[src/rtl/program_loader.sv]
// Collects a 128-byte program image from a byte stream, then commits it to the
// core's instruction-load bus and releases the core after a fixed reset hold.
module program_loader #(
    parameter int RST_HOLD = 4,
    parameter int TIMEOUT  = 1000
) (
    input  logic          clk,
    input  logic          reset,
    input  logic          start,
    input  logic          s_valid,
    input  logic [7:0]    s_data,
    output logic          s_ready,
    output logic [1023:0] load_ins,
    output logic          core_reset,
    output logic          busy,
    output logic          done,
    output logic          err
);

    localparam int IDLE_W = $clog2(TIMEOUT + 1);
    localparam int HOLD_W = $clog2(RST_HOLD + 1);

    typedef enum logic [1:0] {S_IDLE, S_LOAD, S_COMMIT, S_RUN} state_t;

    state_t              state_reg, state_next;
    logic [6:0]          idx_reg;
    logic [1023:0]       shadow_reg, shadow_next;
    logic [1023:0]       load_ins_reg;
    logic [IDLE_W-1:0]   idle_cnt_reg;
    logic                first_seen_reg;
    logic [HOLD_W-1:0]   hold_cnt_reg;
    logic                err_reg;
    logic                done_reg;

    logic accept, begin_load, timeout_hit, last_byte, commit_load, hold_done;

    assign accept      = (state_reg == S_LOAD) && s_valid;
    assign begin_load  = start && (state_reg == S_IDLE || state_reg == S_RUN);
    // An accepted byte in the expiry cycle wins over the timeout.
    assign timeout_hit = (state_reg == S_LOAD) && first_seen_reg && !accept
                         && (idle_cnt_reg >= IDLE_W'(TIMEOUT - 1));
    assign last_byte   = accept && (idx_reg == 7'd127);
    assign commit_load = (state_reg == S_COMMIT) && (hold_cnt_reg == '0);
    assign hold_done   = (state_reg == S_COMMIT) && (hold_cnt_reg == HOLD_W'(RST_HOLD));

    // Per-byte shadow update: cleared on a new load, written when idx selects it.
    genvar gi;
    generate
        for (gi = 0; gi < 128; gi++) begin : g_byte
            assign shadow_next[gi*8 +: 8] =
                begin_load                          ? 8'h00  :
                (accept && (idx_reg == 7'(gi)))     ? s_data :
                                                      shadow_reg[gi*8 +: 8];
        end
    endgenerate

    always_comb begin
        state_next = state_reg;
        case (state_reg)
            S_IDLE:   if (start) state_next = S_LOAD;
            S_LOAD: begin
                if (last_byte)        state_next = S_COMMIT;
                else if (timeout_hit) state_next = S_IDLE;
            end
            S_COMMIT: if (hold_done) state_next = S_RUN;
            S_RUN:    if (start) state_next = S_LOAD;
            default:  state_next = S_IDLE;
        endcase
    end

    always_ff @(posedge clk) begin
        if (reset) begin
            state_reg      <= S_IDLE;
            idx_reg        <= '0;
            shadow_reg     <= '0;
            load_ins_reg   <= '0;
            idle_cnt_reg   <= '0;
            first_seen_reg <= 1'b0;
            hold_cnt_reg   <= '0;
            err_reg        <= 1'b0;
            done_reg       <= 1'b0;
        end else begin
            state_reg  <= state_next;
            shadow_reg <= shadow_next;

            if (begin_load)  idx_reg <= '0;
            else if (accept) idx_reg <= idx_reg + 7'd1;

            if (begin_load)  first_seen_reg <= 1'b0;
            else if (accept) first_seen_reg <= 1'b1;

            // Idle counter only runs once the first byte has arrived, and saturates.
            if (begin_load || accept)
                idle_cnt_reg <= '0;
            else if (state_reg == S_LOAD && first_seen_reg
                     && idle_cnt_reg < IDLE_W'(TIMEOUT))
                idle_cnt_reg <= idle_cnt_reg + 1'b1;

            if (state_reg == S_COMMIT && state_next == S_COMMIT)
                hold_cnt_reg <= hold_cnt_reg + 1'b1;
            else
                hold_cnt_reg <= '0;

            if (commit_load) load_ins_reg <= shadow_reg;

            if (timeout_hit)                         err_reg <= 1'b1;
            else if (start && state_reg == S_IDLE)   err_reg <= 1'b0;

            done_reg <= hold_done;
        end
    end

    assign s_ready    = (state_reg == S_LOAD);
    assign core_reset = (state_reg != S_RUN);
    assign busy       = (state_reg == S_LOAD) || (state_reg == S_COMMIT);
    assign done       = done_reg;
    assign err        = err_reg;
    assign load_ins   = load_ins_reg;

endmodule

[config.mk]
export PLATFORM = sky130hd
export DESIGN_NAME = program_loader
export DESIGN_NICKNAME = d
export VERILOG_FILES = /design/src/rtl/program_loader.sv
export SDC_FILE = /design/constraint.sdc
export NUM_CORES = 2
export LEC_CHECK = 0
export BUFFER_PORTS_ARGS = -buffer_cell sky130_fd_sc_hd__buf_4
export CAP_MARGIN = 15
export CORE_AREA = 2 2 411 413
export CTS_CLUSTER_SIZE = 14
export DETAILED_ROUTE_END_ITERATION = 8
export DIE_AREA = 0 0 413 415
export SLEW_MARGIN = 0
export SYNTH_ARGS = -nofsm -noshare
export SYNTH_HDL_FRONTEND = slang
export SYNTH_SLANG_ARGS = --single-unit
[constraint.sdc]
create_clock -name clk -period 3.7 [get_ports clk]
set_input_delay 0.185 -clock clk [delete_from_list [all_inputs] [get_ports clk]]
set_output_delay 0.185 -clock clk [all_outputs]
set_load 0.05 [all_outputs]
-- Word level (Yosys, flattened, before mapping)
Index checks and enable logic that the tools add are counted.
- add/subtract/negate cells: 3
- equal/unequal tests: 133
- reductions and logical operators: 150
- multiplexer cells: 7
- bitwise logic cells: 1
- order comparisons: 2
- operator list (kind ; number):
    equality test 7 bit, second input constant ; 64
    equality test 7 x 6 -> 1 bit, second input constant ; 32
    logical AND 1 bit ; 138
    equality test 7 x 5 -> 1 bit, second input constant ; 16
    equality test 7 x 4 -> 1 bit, second input constant ; 8
    equality test 7 x 3 -> 1 bit, second input constant ; 4
    equality test 7 x 2 -> 1 bit, second input constant ; 2
    adder 10 x 1 -> 10 bit, second input constant ; 1
    >= comparator 10 bit, second input constant ; 1
    less-than comparator 10 bit, second input constant ; 1
    2-to-1 mux 2 bit ; 4
    OR reduction 2 bit ; 4
    adder 7 x 1 -> 7 bit, second input constant ; 1
    equality test 7 x 1 -> 1 bit, second input constant ; 1
    logical NOT 7 bit ; 1
    equality test 2 bit, second input constant ; 3
    case mux 2 bit (3 select lines) ; 1
    adder 3 x 1 -> 3 bit, second input constant ; 1
    equality test 3 bit, second input constant ; 1
    logical NOT 3 bit ; 1
    logical OR 1 bit ; 3
    equality test 2 x 1 -> 1 bit, second input constant ; 1
    logical NOT 2 bit ; 1
    2-to-1 mux 1 bit ; 2
    4 further kinds ; 4
- logic and storage cells: 432
- register bits: 2073

-- Longest topological paths before layout
- depth after elaboration: 12
- gate-level depth with buffers: 10

-- Worst setup path after synthesis
OpenSTA, ideal clock, no wires.
- kind: reg-to-reg
- from: register state_reg[0]
- to: register shadow_reg[495]
- path buffers: 2
- period minus slack after synthesis: 2.524 ns
- path slack: 1.176 ns
- cell stages (with the launch flop): 8
- arrival: 2.396 ns
- path through: dfxtp_1 ha_1 buf_2 nand3_4 buf_4 nor3_4 mux2i_1 nor2_1
- RTL lines (what ; RTL line ; text):
    start: declaration ; 25 ; state_t state_reg, state_next;
    start signal: assignment ; 83 ; state_reg <= state_next;
    equality test 2 x 1 -> 1 bit ; -- ;
    via s_ready ; 12 ; output logic s_ready,
    logical AND 1 bit ; 37 ; assign accept = (state_reg == S_LOAD) && s_valid;
    logical AND 1 bit ; 52 ; (accept && (idx_reg == 7'(gi))) ? s_data :
    end signal: assignment ; 84 ; shadow_reg <= shadow_next;
    end: declaration ; 27 ; logic [1023:0] shadow_reg, shadow_next;
The timed path passes the listed nets, and every way through them passes these cells.
A chain may end at the register's enable or synchronous reset.

-- Worst setup path after layout
- from: register state_reg[0]
- to: register shadow_reg[522]
- longest elaborated chain between the ends: 4
- ends and longest elaborated chain (what ; RTL line ; text):
    equality test 2 bit / logical NOT 2 bit (equally long branches) ; 38 ; assign begin_load = start && (state_reg == S_IDLE || state_reg == S_RUN);
    logical OR 1 bit ; 38 ;
    logical AND 1 bit ; 38 ;
    OR reduction 2 bit (no source line) ; -- ;
Parallel ways exist; a longest one is shown, timed or not.

==> flow_summary.toml <==
[worst_setup_path]
cp-start-kind = "flop"
crit_path_end_kind = "flop"
worstSetupPathType = "reg2reg"
path_max_fanout = 14
cp.arrival_ns = 4.09
crit_required_ns = 4.40

[sta]
tns_ns = 0
hold_viol = 0
period_needed_ns = 3.39
maxSlewHeadroom_pct = 25.2
period_share_pct = 91.6
finalSetupViolCount = 0
slew_violations = 0
tightest_slew_ns = 1.12
skew_ns = 0.0257
rsz0062_at_grt = "false"
fmax_ghz = 0.295

[routing]
avgRoutedWirePerCell_um = 22.3
drtIter0Drc = 4550
totalWireLength_mm = 250
via_per_inst = 5.26
vias = 59000
first_pass_iters = 7
drcViolationCount = 0
final_antenna_net_count = 0

[grt]
grt_antenna_before_repair = 2
grt_overflow_total = 0
grt_pass1_wl_mm = 363
grt_max_degree = 157
grt_pass1_vias = 55300
track_usage_pct = 27.9

[logic_synthesis]
synth_nets = 8113
synth_area_sq_um = 73600
async_flop_share_pct = 0
ys_seq_area_share_pct = 56.4
synth-edff-count = 0
postSynthAreaPerCell_sq_um = 9.10
synth_top_cell_area_share_pct = 56.4
netlist-cell-type-count = 43
yosysWarnings = 0
yosys.area.top_type = "dfxtp_1"
ys_ff_latch = 2073
yosys_most_used_dff = "dfxtp_1"
synthCells = 8089
synth_area_leaders = "dfxtp_1, mux2i_1, nand2_1"

[clock_network]
worstSkewPairLatency_ns = 0.84
clkSlewWorstSetupHoldPaths_ns = 0.06
cts_tree = "done"
htree_levels = 4
clock-sinks = 2073
numCtsBuffers = 207
postCtsSetupBuffers = 0
cts.path.max_buffers = 3
cts.repair.resized = 0
cts-root-buf = "clkbuf_16"

[placed_design]
hpwl_mm = 157
gp_congestion = 0.811
portBuffers = 1040

[power]
p_leak_nw = 34.5
p_per_area_nw_per_um2 = 543
ir_drop_mv = 0.469
power_mw = 49.0

[job]
drv_cap = 0

[floorplanning]
die_h_um = 415
die_w_um = 413
ios = 1041
core_sq_um = 167000
fp-row-count = 150
dieArea_sq_um = 171000
start_util_pct = 44.2

[status]
status = "finished, final reports clean"

[layout]
mostFrequentLayoutCell = "dfxtp_1"
drive_gt1_share_pct = 17.6
nNetsFinal = 8863
areaGrowthSynthToFinish_pct = 22.5
mostFrequentLayoutCells = "dfxtp_1, nand2_1, buf_4"

[hold_path]
hold_path_class = "in2reg"
## per-stage QoR
step / setup slack [ns] / cells / hold WS (ns) / utilization, % / cell area [sq um]
2_1_floorplan: 1.18 / 8089 / 0.371 / - / 73600
3_3_place_gp: 0.294 / 10800 / 0.435 / 49.9 / 83200
3_5_place_dp: 0.241 / 10800 / 0.441 / 49.9 / 83200
4_1_cts: 0.237 / 11200 / 0.276 / 54.1 / 90200
5_1_grt: 0.0860 / 11200 / 0.316 / 54.1 / 90200
6_report: 0.312 / 11200 / 0.337 / 54.1 / 90200
## metal layers
metal | up-vias | routed length [um] | GRT usage (%)
met5 | - | 13 | 0
met4 | 2 | 13000 | 13.9
met3 | 442 | 13400 | 4.23
met2 | 1797 | 116000 | 44.7
met1 | 28800 | 107000 | 36.6
li1 | 27900 | - | -
## worst paths after layout
path | depth (start not counted) | end | slack [ns] | from
min reg2reg | 2 | load_ins[540] | 0.43 | shadow_reg[540]
min | 4 | shadow_reg[128] | 0.34 | s_data[0]
max | 5 | shadow_reg[522] | 0.31 | state_reg[0]
max reg2reg | 5 | shadow_reg[522] | 0.31 | state_reg[0]
## cell families after synthesis
logic type      share of synthesized area [%]
fa+ha+maj                               0.204
flops                                    56.4
buf+inv                                  3.51
xor+xnor                               0.0952
simple gates                             18.7
compound gates                           7.19
mux                                      13.9
## critical path, cell delays in order, from the launching register on
cell and delay, ns:
dfxtp_1 0.48, ha_1 0.66, and3_1 0.96, nand3_1 0.75
mux2i_1 0.35, nor2_1 0.06
## cell usage after synthesis (3+ instances only)
cell type / number
ha_1: 12
buf_6: 6
and3_1: 8
or3_1: 8
clkbuf_1: 519
nor3b_1: 5
nor3_2: 6
nand4_1: 3
a21oi_1: 1035
nor3_1: 8
nand3b_1: 5
buf_1: 18
nand2_1: 2058
nor3_4: 89
xnor2_1: 4
buf_2: 66
and3b_1: 3
inv_1: 10
or4_1: 3
dfxtp_1: 2073
mux2i_1: 1026
o21ai_0: 7
xor2_1: 4
nand3_2: 10
nor2_1: 1038
nand3_1: 26
buf_4: 14
or3b_1: 3
## power by group
part,internal [mW],switching (mW),total (mW)
sequential,22.3,0.0257,22.4
combinational,0.697,4.88,5.57
clock,12.1,8.91,21.0
## area by class of cell
type / count / area, sq um
Antenna cell: 1 / 2.50
Inverter: 10 / 37.5
Timing Repair Buffer: 1166 / 9460
Clock buffer: 322 / 6230
Fill cell: 15200 / 76500
Multi-Input combinational cell: 5381 / 29600
Sequential cell: 2073 / 41500
Clock inverter: 55 / 607
Tap cell: 2204 / 2760
## repair_timing
item,in CTS,in global routing
hold buffers,12,0
endpoints found under the hold margin,378,0
endpoints found under the setup margin,0,0
Power figures use the tool's default switching activity.
